==> src/rtl/ovc_txs_pkg.sv <==
// Shared definitions for the 128-bit txs burst-write stream and its loopback sink.
package ovc_txs_pkg;
   localparam int TXS_ADDR_W     = 23;
   localparam int TXS_DATA_W     = 128;
   localparam int TXS_BC_W       = 6;
   localparam int TXS_BEAT_BYTES = 16;

   typedef enum logic [0:0] {
      ST_IDLE  = 1'b0,
      ST_BURST = 1'b1
   } burst_state_e;

   typedef struct packed {
      logic [TXS_ADDR_W-1:0] addr;
      logic [TXS_DATA_W-1:0] data;
   } txs_entry_t;
endpackage

==> src/rtl/txs_burst_sink_if.sv <==
// Avalon-MM burst-write bus from the camera/IMU datapath master to the txs sink.
interface txs_burst_sink_if;
   import ovc_txs_pkg::*;

   logic                  txs_write;
   logic [TXS_ADDR_W-1:0] txs_address;
   logic [TXS_BC_W-1:0]   txs_burstcount;
   logic [TXS_DATA_W-1:0] txs_writedata;
   logic                  txs_waitrequest;

   modport master (
      output txs_write, txs_address, txs_burstcount, txs_writedata,
      input  txs_waitrequest
   );

   modport slave (
      input  txs_write, txs_address, txs_burstcount, txs_writedata,
      output txs_waitrequest
   );
endinterface

==> src/rtl/txs_sink_fifo.sv <==
// Synchronous {addr, data} FIFO whose head entry sits in an output register.
module txs_sink_fifo
   import ovc_txs_pkg::*;
#(
   parameter int DEPTH = 16
) (
   input  logic                     clk,
   input  logic                     rst,
   input  logic                     push,
   input  logic                     pop,
   input  txs_entry_t               din,
   output txs_entry_t               q,
   output logic [$clog2(DEPTH):0]   count,
   output logic                     full,
   output logic                     empty
);
   localparam int PW = $clog2(DEPTH);

   txs_entry_t    store [DEPTH];
   logic [PW-1:0] wr_ptr;
   logic [PW-1:0] rd_ptr;
   logic [PW-1:0] rd_ptr_n;
   logic [PW:0]   count_n;
   logic [PW:0]   old_left;

   always_comb begin
      rd_ptr_n = rd_ptr + PW'(pop);
      count_n  = count + (PW+1)'(push) - (PW+1)'(pop);
      old_left = count - (PW+1)'(pop);
   end

   assign full  = (count == (PW+1)'(DEPTH));
   assign empty = (count == '0);

   always_ff @(posedge clk) begin
      if (push) store[wr_ptr] <= din;
   end

   // The head register bypasses storage when the pushed beat becomes the new head.
   always_ff @(posedge clk) begin
      if (rst) begin
         wr_ptr <= '0;
         rd_ptr <= '0;
         count  <= '0;
         q      <= '0;
      end else begin
         wr_ptr <= wr_ptr + PW'(push);
         rd_ptr <= rd_ptr_n;
         count  <= count_n;
         if (push && old_left == '0) q <= din;
         else                        q <= store[rd_ptr_n];
      end
   end
endmodule

==> src/rtl/txs_burst_sink.sv <==
// Burst-write responder for the txs stream: FIFO-backed waitrequest, memory drain, stats.
// Optional random backpressure is built when TXS_SINK_PACING_EN is defined.
module txs_burst_sink
   import ovc_txs_pkg::*;
#(
   parameter int          DEPTH       = 16,
   parameter logic [15:0] PACING_SEED = 16'hACE1
) (
   input  logic                  clk125,
   input  logic                  rst,
   txs_burst_sink_if.slave       txs,
   output logic                  mem_wr,
   output logic [TXS_ADDR_W-1:0] mem_addr,
   output logic [TXS_DATA_W-1:0] mem_d,
   input  logic                  mem_ready,
   output logic                  burst_done,
   output logic [31:0]           burst_cnt,
   output logic [31:0]           beat_cnt,
   output logic                  err_zero_burst,
   output logic                  err_misalign,
   input  logic                  err_clear
);
   localparam int CW = $clog2(DEPTH) + 1;

   burst_state_e          state, state_n;
   logic [TXS_ADDR_W-1:0] addr_reg, beat_addr;
   logic [TXS_BC_W-1:0]   remaining, rem_n;
   logic                  accept, pop, done_n, set_zero, set_mis;
   logic                  pace_hold, wait_n;
   logic [CW-1:0]         fifo_count, count_n;
   logic                  fifo_full, fifo_empty;
   txs_entry_t            fifo_din, fifo_q;
   logic                  unused_ok;

   assign accept = txs.txs_write & ~txs.txs_waitrequest;
   assign pop    = mem_ready & ~fifo_empty;
   assign mem_wr = pop;
   assign mem_addr = fifo_q.addr;
   assign mem_d    = fifo_q.data;
   assign fifo_din = '{addr: beat_addr, data: txs.txs_writedata};
   assign unused_ok = ^{fifo_full, PACING_SEED};

   txs_sink_fifo #(.DEPTH(DEPTH)) u_fifo (
      .clk   (clk125),
      .rst   (rst),
      .push  (accept),
      .pop   (pop),
      .din   (fifo_din),
      .q     (fifo_q),
      .count (fifo_count),
      .full  (fifo_full),
      .empty (fifo_empty)
   );

   always_ff @(posedge clk125) begin
      if (rst) state <= ST_IDLE;
      else     state <= state_n;
   end

   always_comb begin
      state_n   = state;
      beat_addr = addr_reg;
      rem_n     = remaining;
      done_n    = 1'b0;
      set_zero  = 1'b0;
      set_mis   = 1'b0;
      case (state)
         ST_IDLE: begin
            beat_addr = {txs.txs_address[TXS_ADDR_W-1:4], 4'h0};
            if (accept) begin
               rem_n    = txs.txs_burstcount - 6'd1;
               set_zero = (txs.txs_burstcount == '0);
               set_mis  = (txs.txs_address[3:0] != 4'h0);
               // A zero burstcount is retired as a single-beat burst.
               if (txs.txs_burstcount <= 6'd1) done_n  = 1'b1;
               else                            state_n = ST_BURST;
            end
         end
         ST_BURST: begin
            beat_addr = addr_reg + TXS_ADDR_W'(TXS_BEAT_BYTES);
            if (accept) begin
               rem_n = remaining - 6'd1;
               if (remaining == 6'd1) begin
                  done_n  = 1'b1;
                  state_n = ST_IDLE;
               end
            end
         end
         default: state_n = ST_IDLE;
      endcase
   end

`ifdef TXS_SINK_PACING_EN
   logic [15:0] lfsr, lfsr_n;

   // Fibonacci taps 16,14,13,11; the post-edge value gates the next waitrequest.
   assign lfsr_n    = {lfsr[14:0], lfsr[15] ^ lfsr[13] ^ lfsr[12] ^ lfsr[10]};
   assign pace_hold = (lfsr_n[1:0] == 2'b00);

   always_ff @(posedge clk125) begin
      if (rst) lfsr <= PACING_SEED;
      else     lfsr <= lfsr_n;
   end
`else
   assign pace_hold = 1'b0;
`endif

   assign count_n = fifo_count + CW'(accept) - CW'(pop);
   assign wait_n  = (count_n == CW'(DEPTH)) | pace_hold;

   always_ff @(posedge clk125) begin
      if (accept) begin
         addr_reg  <= beat_addr;
         remaining <= rem_n;
      end
   end

   always_ff @(posedge clk125) begin
      if (rst) begin
         txs.txs_waitrequest <= 1'b1;
         burst_done          <= 1'b0;
         burst_cnt           <= '0;
         beat_cnt            <= '0;
         err_zero_burst      <= 1'b0;
         err_misalign        <= 1'b0;
      end else begin
         txs.txs_waitrequest <= wait_n;
         burst_done          <= done_n;
         if (done_n) burst_cnt <= burst_cnt + 32'd1;
         if (accept) beat_cnt  <= beat_cnt + 32'd1;
         err_zero_burst      <= set_zero | (err_zero_burst & ~err_clear);
         err_misalign        <= set_mis  | (err_misalign   & ~err_clear);
      end
   end
endmodule

==> src/flat_wrapper.sv <==
// flat-port wrapper written by rule: the top's interface ports become plain ports
module txs_burst_sink_flat import ovc_txs_pkg::*;
#(
   parameter int          DEPTH       = 16,
   parameter logic [15:0] PACING_SEED = 16'hACE1
)
  (clk125, rst, mem_wr, mem_addr, mem_d, mem_ready, burst_done, burst_cnt, beat_cnt, err_zero_burst, err_misalign, err_clear, txs_txs_write, txs_txs_address, txs_txs_burstcount, txs_txs_writedata, txs_txs_waitrequest);
  txs_burst_sink_if txs_i ();
  input  logic clk125;
  input  logic rst;
  output logic mem_wr;
  output logic [TXS_ADDR_W-1:0] mem_addr;
  output logic [TXS_DATA_W-1:0] mem_d;
  input  logic mem_ready;
  output logic burst_done;
  output logic [31:0] burst_cnt;
  output logic [31:0] beat_cnt;
  output logic err_zero_burst;
  output logic err_misalign;
  input  logic err_clear;
  input wire logic [$bits(txs_i.txs_write)-1:0] txs_txs_write;
  input wire logic [$bits(txs_i.txs_address)-1:0] txs_txs_address;
  input wire logic [$bits(txs_i.txs_burstcount)-1:0] txs_txs_burstcount;
  input wire logic [$bits(txs_i.txs_writedata)-1:0] txs_txs_writedata;
  output wire logic [$bits(txs_i.txs_waitrequest)-1:0] txs_txs_waitrequest;
  assign txs_i.txs_write = txs_txs_write;
  assign txs_i.txs_address = txs_txs_address;
  assign txs_i.txs_burstcount = txs_txs_burstcount;
  assign txs_i.txs_writedata = txs_txs_writedata;
  assign txs_txs_waitrequest = txs_i.txs_waitrequest;
  txs_burst_sink #(.DEPTH(DEPTH), .PACING_SEED(PACING_SEED)) u_core (.clk125(clk125), .rst(rst), .txs(txs_i), .mem_wr(mem_wr), .mem_addr(mem_addr), .mem_d(mem_d), .mem_ready(mem_ready), .burst_done(burst_done), .burst_cnt(burst_cnt), .beat_cnt(beat_cnt), .err_zero_burst(err_zero_burst), .err_misalign(err_misalign), .err_clear(err_clear));
endmodule
==> config.mk <==
export PLATFORM = sky130hd
export DESIGN_NAME = txs_burst_sink_flat
export DESIGN_NICKNAME = d
export VERILOG_FILES = /design/src/rtl/ovc_txs_pkg.sv /design/src/rtl/txs_burst_sink_if.sv /design/src/rtl/txs_sink_fifo.sv /design/src/rtl/txs_burst_sink.sv /design/src/flat_wrapper.sv
export SDC_FILE = /design/constraint.sdc
export NUM_CORES = 2
export LEC_CHECK = 0
export ABC_AREA = 1
export CAP_MARGIN = 0
export CORE_ASPECT_RATIO = 0.8
export CORE_MARGIN = 2
export CORE_UTILIZATION = 30
export CTS_CLUSTER_SIZE = 14
export DETAILED_ROUTE_END_ITERATION = 10
export SYNTH_ARGS = -nofsm -noshare
export SYNTH_HDL_FRONTEND = slang
export SYNTH_HIERARCHICAL = 1
export SYNTH_SLANG_ARGS = --single-unit
==> constraint.sdc <==
create_clock -name clk125 -period 18.9 [get_ports clk125]
set_input_delay 2.835 -clock clk125 [delete_from_list [all_inputs] [get_ports clk125]]
set_output_delay 2.835 -clock clk125 [all_outputs]
set_load 0.01 [all_outputs]
# Yosys cells after proc, flatten, opt, wreduce, memory -nomap -nowiden

Memory sizes are Yosys's and may differ from the RTL's.
Cells that the tools add are included.

Input port bits: 162
Memory bits (writable): 2416
Memories: 1
Bits in latches: 0
Bits in read-only memories: 0
Flip-flop bits (word level): 262
Logic and storage cells: 62

Reduce and logical (&&, ||, !) cells: 5
Shift operators: 0
$add $sub $neg: 10
Divide/modulo/power cells: 0
Muxes and demuxes: 19
Bitwise operators: 10
$mul: 0
Equality and inequality tests: 2
Magnitude comparators: 1

Memory list:

| name                | words | width | rd ports | clocked after memory_dff | write ports | line                | RTL |
|---|---|---|---|---|---|---|---|
| u_core.u_fifo.store | 16    | 151   | 1        | 0                        | 1           | txs_sink_fifo.sv:19 | `txs_entry_t store [DEPTH];` |

Operators with widths:

| kind                                                                              | number |
|---|---|
| 151-bit 2-to-1 mux                                                                | 1 |
| 32-bit by 1-bit adder with 32-bit output (second input constant)                  | 2 |
| 23-bit case mux with 2 select lines                                               | 1 |
| 23-bit by 5-bit adder with 23-bit output (second input constant)                  | 1 |
| 1-bit 2-to-1 mux                                                                  | 14 |
| 6-bit case mux with 2 select lines                                                | 1 |
| 6-bit by 1-bit subtractor with 6-bit output (second input constant)               | 2 |
| 5-bit logical NOT                                                                 | 2 |
| 5-bit by 1-bit subtractor with 5-bit output                                       | 2 |
| 4-bit by 1-bit adder with 4-bit output                                            | 2 |
| 6-bit by 1-bit == test with 1-bit output (second input constant)                  | 1 |
| 6-bit by 1-bit less-or-equal comparator with 1-bit output (second input constant) | 1 |
| 6-bit logical NOT                                                                 | 1 |
| 5-bit by 1-bit adder with 5-bit output                                            | 1 |
| 5-bit == test (second input constant)                                             | 1 |
| 1-bit bitwise AND                                                                 | 4 |
| 1-bit NOT                                                                         | 4 |
| 1-bit case mux with 2 select lines                                                | 2 |
| 4-bit nonzero test                                                                | 1 |
| 1-bit OR                                                                          | 2 |
| 1-bit logical AND                                                                 | 1 |

# Depth between registers and ports, before layout

Word-level depth: 7
Depth in mapped cells: 18

# Cells and area by module

The synthesis kept the hierarchy.

By module, submodules not included:

| module         | seq. area each (µm²) | area each (µm²) | cells each | instances |
|---|---|---|---|---|
| txs_sink_fifo  | 75832.7              | 103784.5        | 9146       | 1 |
| txs_burst_sink | 2252.2               | 5699.2          | 831        | 1 |

# Worst setup path before layout

OpenSTA, ideal clock, no wires.

Path type: in2reg
Start: input port txs_txs_write
End: memory u_core/u_fifo/store[11][0] (netlist bit), enable pin
Stages: 5
Required time: 18.236 ns
Data arrival time: 9.847 ns
Buffers on the path: 1
Setup time: 0.664 ns
Setup slack: 8.388 ns
Cell sequence: inv_2 nor2_4 buf_4 nand3_1 nor2_1

Longest elaborated chain between the ends: 3

RTL lines:

| element                                | line                 | RTL |
|---|---|---|
| from (decl)                            | flat_wrapper.sv:21   | `input wire logic [$bits(txs_i.txs_write)-1:0] txs_txs_write;` |
| 1-bit bitwise AND                      | txs_burst_sink.sv:35 | `assign accept = txs.txs_write & ~txs.txs_waitrequest;` |
| named net u_core.accept                | txs_burst_sink.sv:28 | `logic accept, pop, done_n, set_zero, set_mis;` |
| 1-bit 2-to-1 mux                       | txs_sink_fifo.sv:36  | `if (push) store[wr_ptr] <= din;` |
| 1-bit 2-to-1 mux (not written as such) | txs_sink_fifo.sv:36  |  |
| to (decl)                              | txs_sink_fifo.sv:19  |  |

The timed path passes the listed nets, and every way through them passes these cells.

# Worst setup path in the final report

Start: input port mem_ready
End: register u_core/u_fifo/q[97] (netlist bit)

Elaborated cells between the ends (all ways): 7
Classes of those cells: 2 x add/sub; 1 x mux; 1 x bitwise; 2 x reduce/logical; 1 x memory

RTL lines:

| element                                | line                 | RTL |
|---|---|---|
| from (decl)                            | flat_wrapper.sv:14   | `input logic mem_ready;` |
| 1-bit bitwise AND                      | txs_burst_sink.sv:36 | `assign pop = mem_ready & ~fifo_empty;` |
| 4-bit by 1-bit adder with 4-bit output | txs_sink_fifo.sv:27  | `rd_ptr_n = rd_ptr + PW'(pop);` |
| named net u_core.u_fifo.rd_ptr_n[1]    | txs_sink_fifo.sv:22  | `logic [PW-1:0] rd_ptr_n;` |
| memory 16 x 151 bit                    | n/a                  |  |
| 151-bit 2-to-1 mux                     | txs_sink_fifo.sv:50  | `if (push && old_left == '0) q <= din;` |
| to (signal assigned)                   | txs_sink_fifo.sv:50  |  |
| to (signal assigned)                   | txs_sink_fifo.sv:51  | `else q <= store[rd_ptr_n];` |
| to (decl)                              | txs_sink_fifo.sv:12  | `output txs_entry_t q,` |

The timed path passes the listed nets, and every way through them passes these cells.
A chain may end at the register's enable or synchronous reset.

==> flow_metrics.py <==
metrics = {
    "outcome": {
        "run_status": "finished, final reports clean",
    },
    "pwr": {
        "combPwrFrac": 0.322,
        "cellInternalPower_mw": 11.60,
        "power_density_nw_per_um2": 143.6,
        "p_total_mw": 18.25,
        "p_leak_nw": 47.41,
        "power.sequential.fraction": 0.376,
        "ir_worst_vdd_uv": 168.5,
        "clock_power_share": 0.301,
        "netSwitchingFraction": 0.3643,
        "switchingPower_mw": 6.650,
    },
    "clocking": {
        "postCtsHoldBufs": 0,
        "ctsRootBufferMaster": "clkbuf_16",
        "postCtsSetupBuffers": 0,
        "clockBufferDepth": 4,
        "path_clk_slew_ns": 0.06,
        "tritoncts": "done",
        "post_cts_resize_count": 0,
        "cts_num_sinks": 2678,
        "numCtsBuffers": 285,
        "clkLatencyLatePin_ns": 0.90,
        "cts_htree_levels": 5,
    },
    "global_route": {
        "grtUsageMet1": 0.2333,
        "grt_start_max_net_pins": 204,
        "number_of_global_route_vias_before_repair": 69930,
        "first_pass_grt_wire_length_um": 472600,
        "use_met2": 0.2741,
        "global_route.overflow_total": 0,
        "grtUsageMet3": 0.02881,
        "grt_antenna_before_repair": 36,
        "grtUsageTotal": 0.1686,
        "globalRoute.busiestLayer": "met2",
    },
    "worst_setup_path": {
        "worstPathRequired_ns": 19.67,
        "path_buf_inv": 8,
        "cpLargestDelayFamily": "buffers and inverters",
        "crit_path_cell_trace": "clkdlybuf4s50_1 -> inv_1 -> nor2_1 -> ha_4 -> ha_4 -> buf_4 -> buf_4 -> buf_4 -> buf_4 -> buf_4 -> nand3_1 -> nand3_1 -> nand2_1 -> nand2_1 -> nand3_1 -> nand2_1 -> inv_1",
        "crit_path_start_kind": "primary input",
        "criticalPathCategory": "primary input to flop",
        "peak_per_stage_delay_on_the_critical_path_ns": 0.77,
        "timing.critical_path.to_type": "flop",
        "path_common_cell": "buf_4",
        "crit_slowest_cell": "buf_4",
        "largest_driver_fanout_on_the_critical_path": 58,
        "critical_path_at_ns": 8.78,
    },
    "drt": {
        "drc": 0,
        "via_count": 73670,
        "post_dr_vias_cell": 4.836,
        "finalWirelength_um": 323400,
        "routedWlPerCell_um": 21.23,
        "initialDrtViolationCount": 7494,
        "drt_pre_antenna_iters": 8,
        "ant_nets_after_route": 0,
    },
    "timing": {
        "rsz_0062_raised_after_global_routing": "no",
        "setup_viol": 0,
        "fin_setup_tns_ns": 0,
        "fin_crit_sh": 0.4236,
        "worst-slew-pin-transition_ns": 1.169,
        "hold_viol_final": 0,
        "relSlewSlack": 0.2209,
        "fmax_mhz": 124.9,
        "timing.final.crit_period_ns": 8.005,
        "fin_worst_skew_ns": 0.05928,
        "drv_slew": 0,
    },
    "synthesis": {
        "avgSynthCellArea_um2": 10.97,
        "yosysWarnings": 6,
        "syn_nets": 10160,
        "synthCells": 9976,
        "combined_area_of_all_synthesized_cells_um2": 109500,
    },
    "finish": {
        "layout.nets": 10370,
        "postLayoutCellArea_um2": 127200,
        "layout_common_cells": "3,577 x nand2_1, 2,445 x edfxtp_1, 2,171 x nand3_1, 568 x inv_1, 381 x clkdlybuf4s50_1",
        "final_layout_size_suffix_gt1_frac": 0.05855,
        "area_growth_from_synthesis_to_layout_pct": 16.14,
        "largest_reg_flops": 2416,
        "largest_register": "u_core/u_fifo/store",
        "layout.cells.most_common": "nand2_1",
        "layout_top_registers": "u_core/u_fifo/store x2416, u_core/u_fifo/q x151",
    },
    "placement": {
        "dpl-instance-area_um2": 118000,
        "place_hpwl_um": 156500,
        "gp_congestion": 0.7993,
        "buffers_added_on_ports": 381,
    },
    "worst_hold_path": {
        "worstHoldPathType": "flop to flop",
    },
    "floorplan": {
        "core-area_um2": 363400,
        "floorplan.rows": 198,
        "starting_utilization_of_the_core_area": 0.3012,
        "io_pins": 382,
        "die-area_um2": 369800,
        "fp.dieH_um": 544.3,
        "dieWidth_um": 679.4,
    },
    "flow_run": {
        "max-cap-violations": 0,
    },
}
[path summary, 6_finish.rpt]
path	from	to	slack [ns]	cells after the start
max	mem_ready	u_core/u_fifo/q[97]	10.89	17
min	u_core/beat_cnt[13]	u_core/beat_cnt[13]	0.48	2
max reg2reg	u_core/u_fifo/count[2]	u_core/u_fifo/q[97]	12.47	19
min reg2reg	u_core/beat_cnt[13]	u_core/beat_cnt[13]	0.48	2
[area by class of cell]
class	count	area, um2
inverter	579	2211
sequential	2678	78080
clock inverter	149	1353
antenna	14	35.03
multi-input combinational	6135	26710
fill	35530	236300
timing repair buffer	507	5010
tap	4800	6006
clock buffer	370	7745
[worst reg2reg max path, delay by kind of cell (launching register included)]
kind / cells / cell delay [ns]
DFF: 1 / 0.42
adders and majority gates: 3 / 0.90
and+or+nand+nor: 9 / 1.22
buffers and inverters: 7 / 3.80
[layer usage]
layer | wire, um | share of wire
met5 | 128 | 0.00040
met4 | 6794 | 0.021
met3 | 24120 | 0.075
met2 | 151200 | 0.47
met1 | 141100 | 0.44
[power groups by stage]
stage | Clock [mW] | Combinational (mW) | Sequential (mW)
CTS | 5.60 | 5.91 | 6.88
floorplan | 0 | 4.00 | 7.01
global route | 5.83 | 6.59 | 6.89
global placement | 0 | 5.87 | 7.00
detailed placement | 0 | 5.89 | 7.00
finish | 5.50 | 5.89 | 6.87
[through the flow]
stage	cells	setup slack (ns)	util	hold slack, ns
final	15230	10.89	0.3499	0.4830
after global routing	15230	10.56	0.3498	0.5063
after CTS	15220	10.88	0.3498	0.4769
after detailed placement	14700	9.921	0.3247	0.4675
after global placement	14700	9.908	0.3247	0.4596
after floorplan	9976	8.388	-	0.4838
Note: power is estimated with default switching activity, not from simulation.
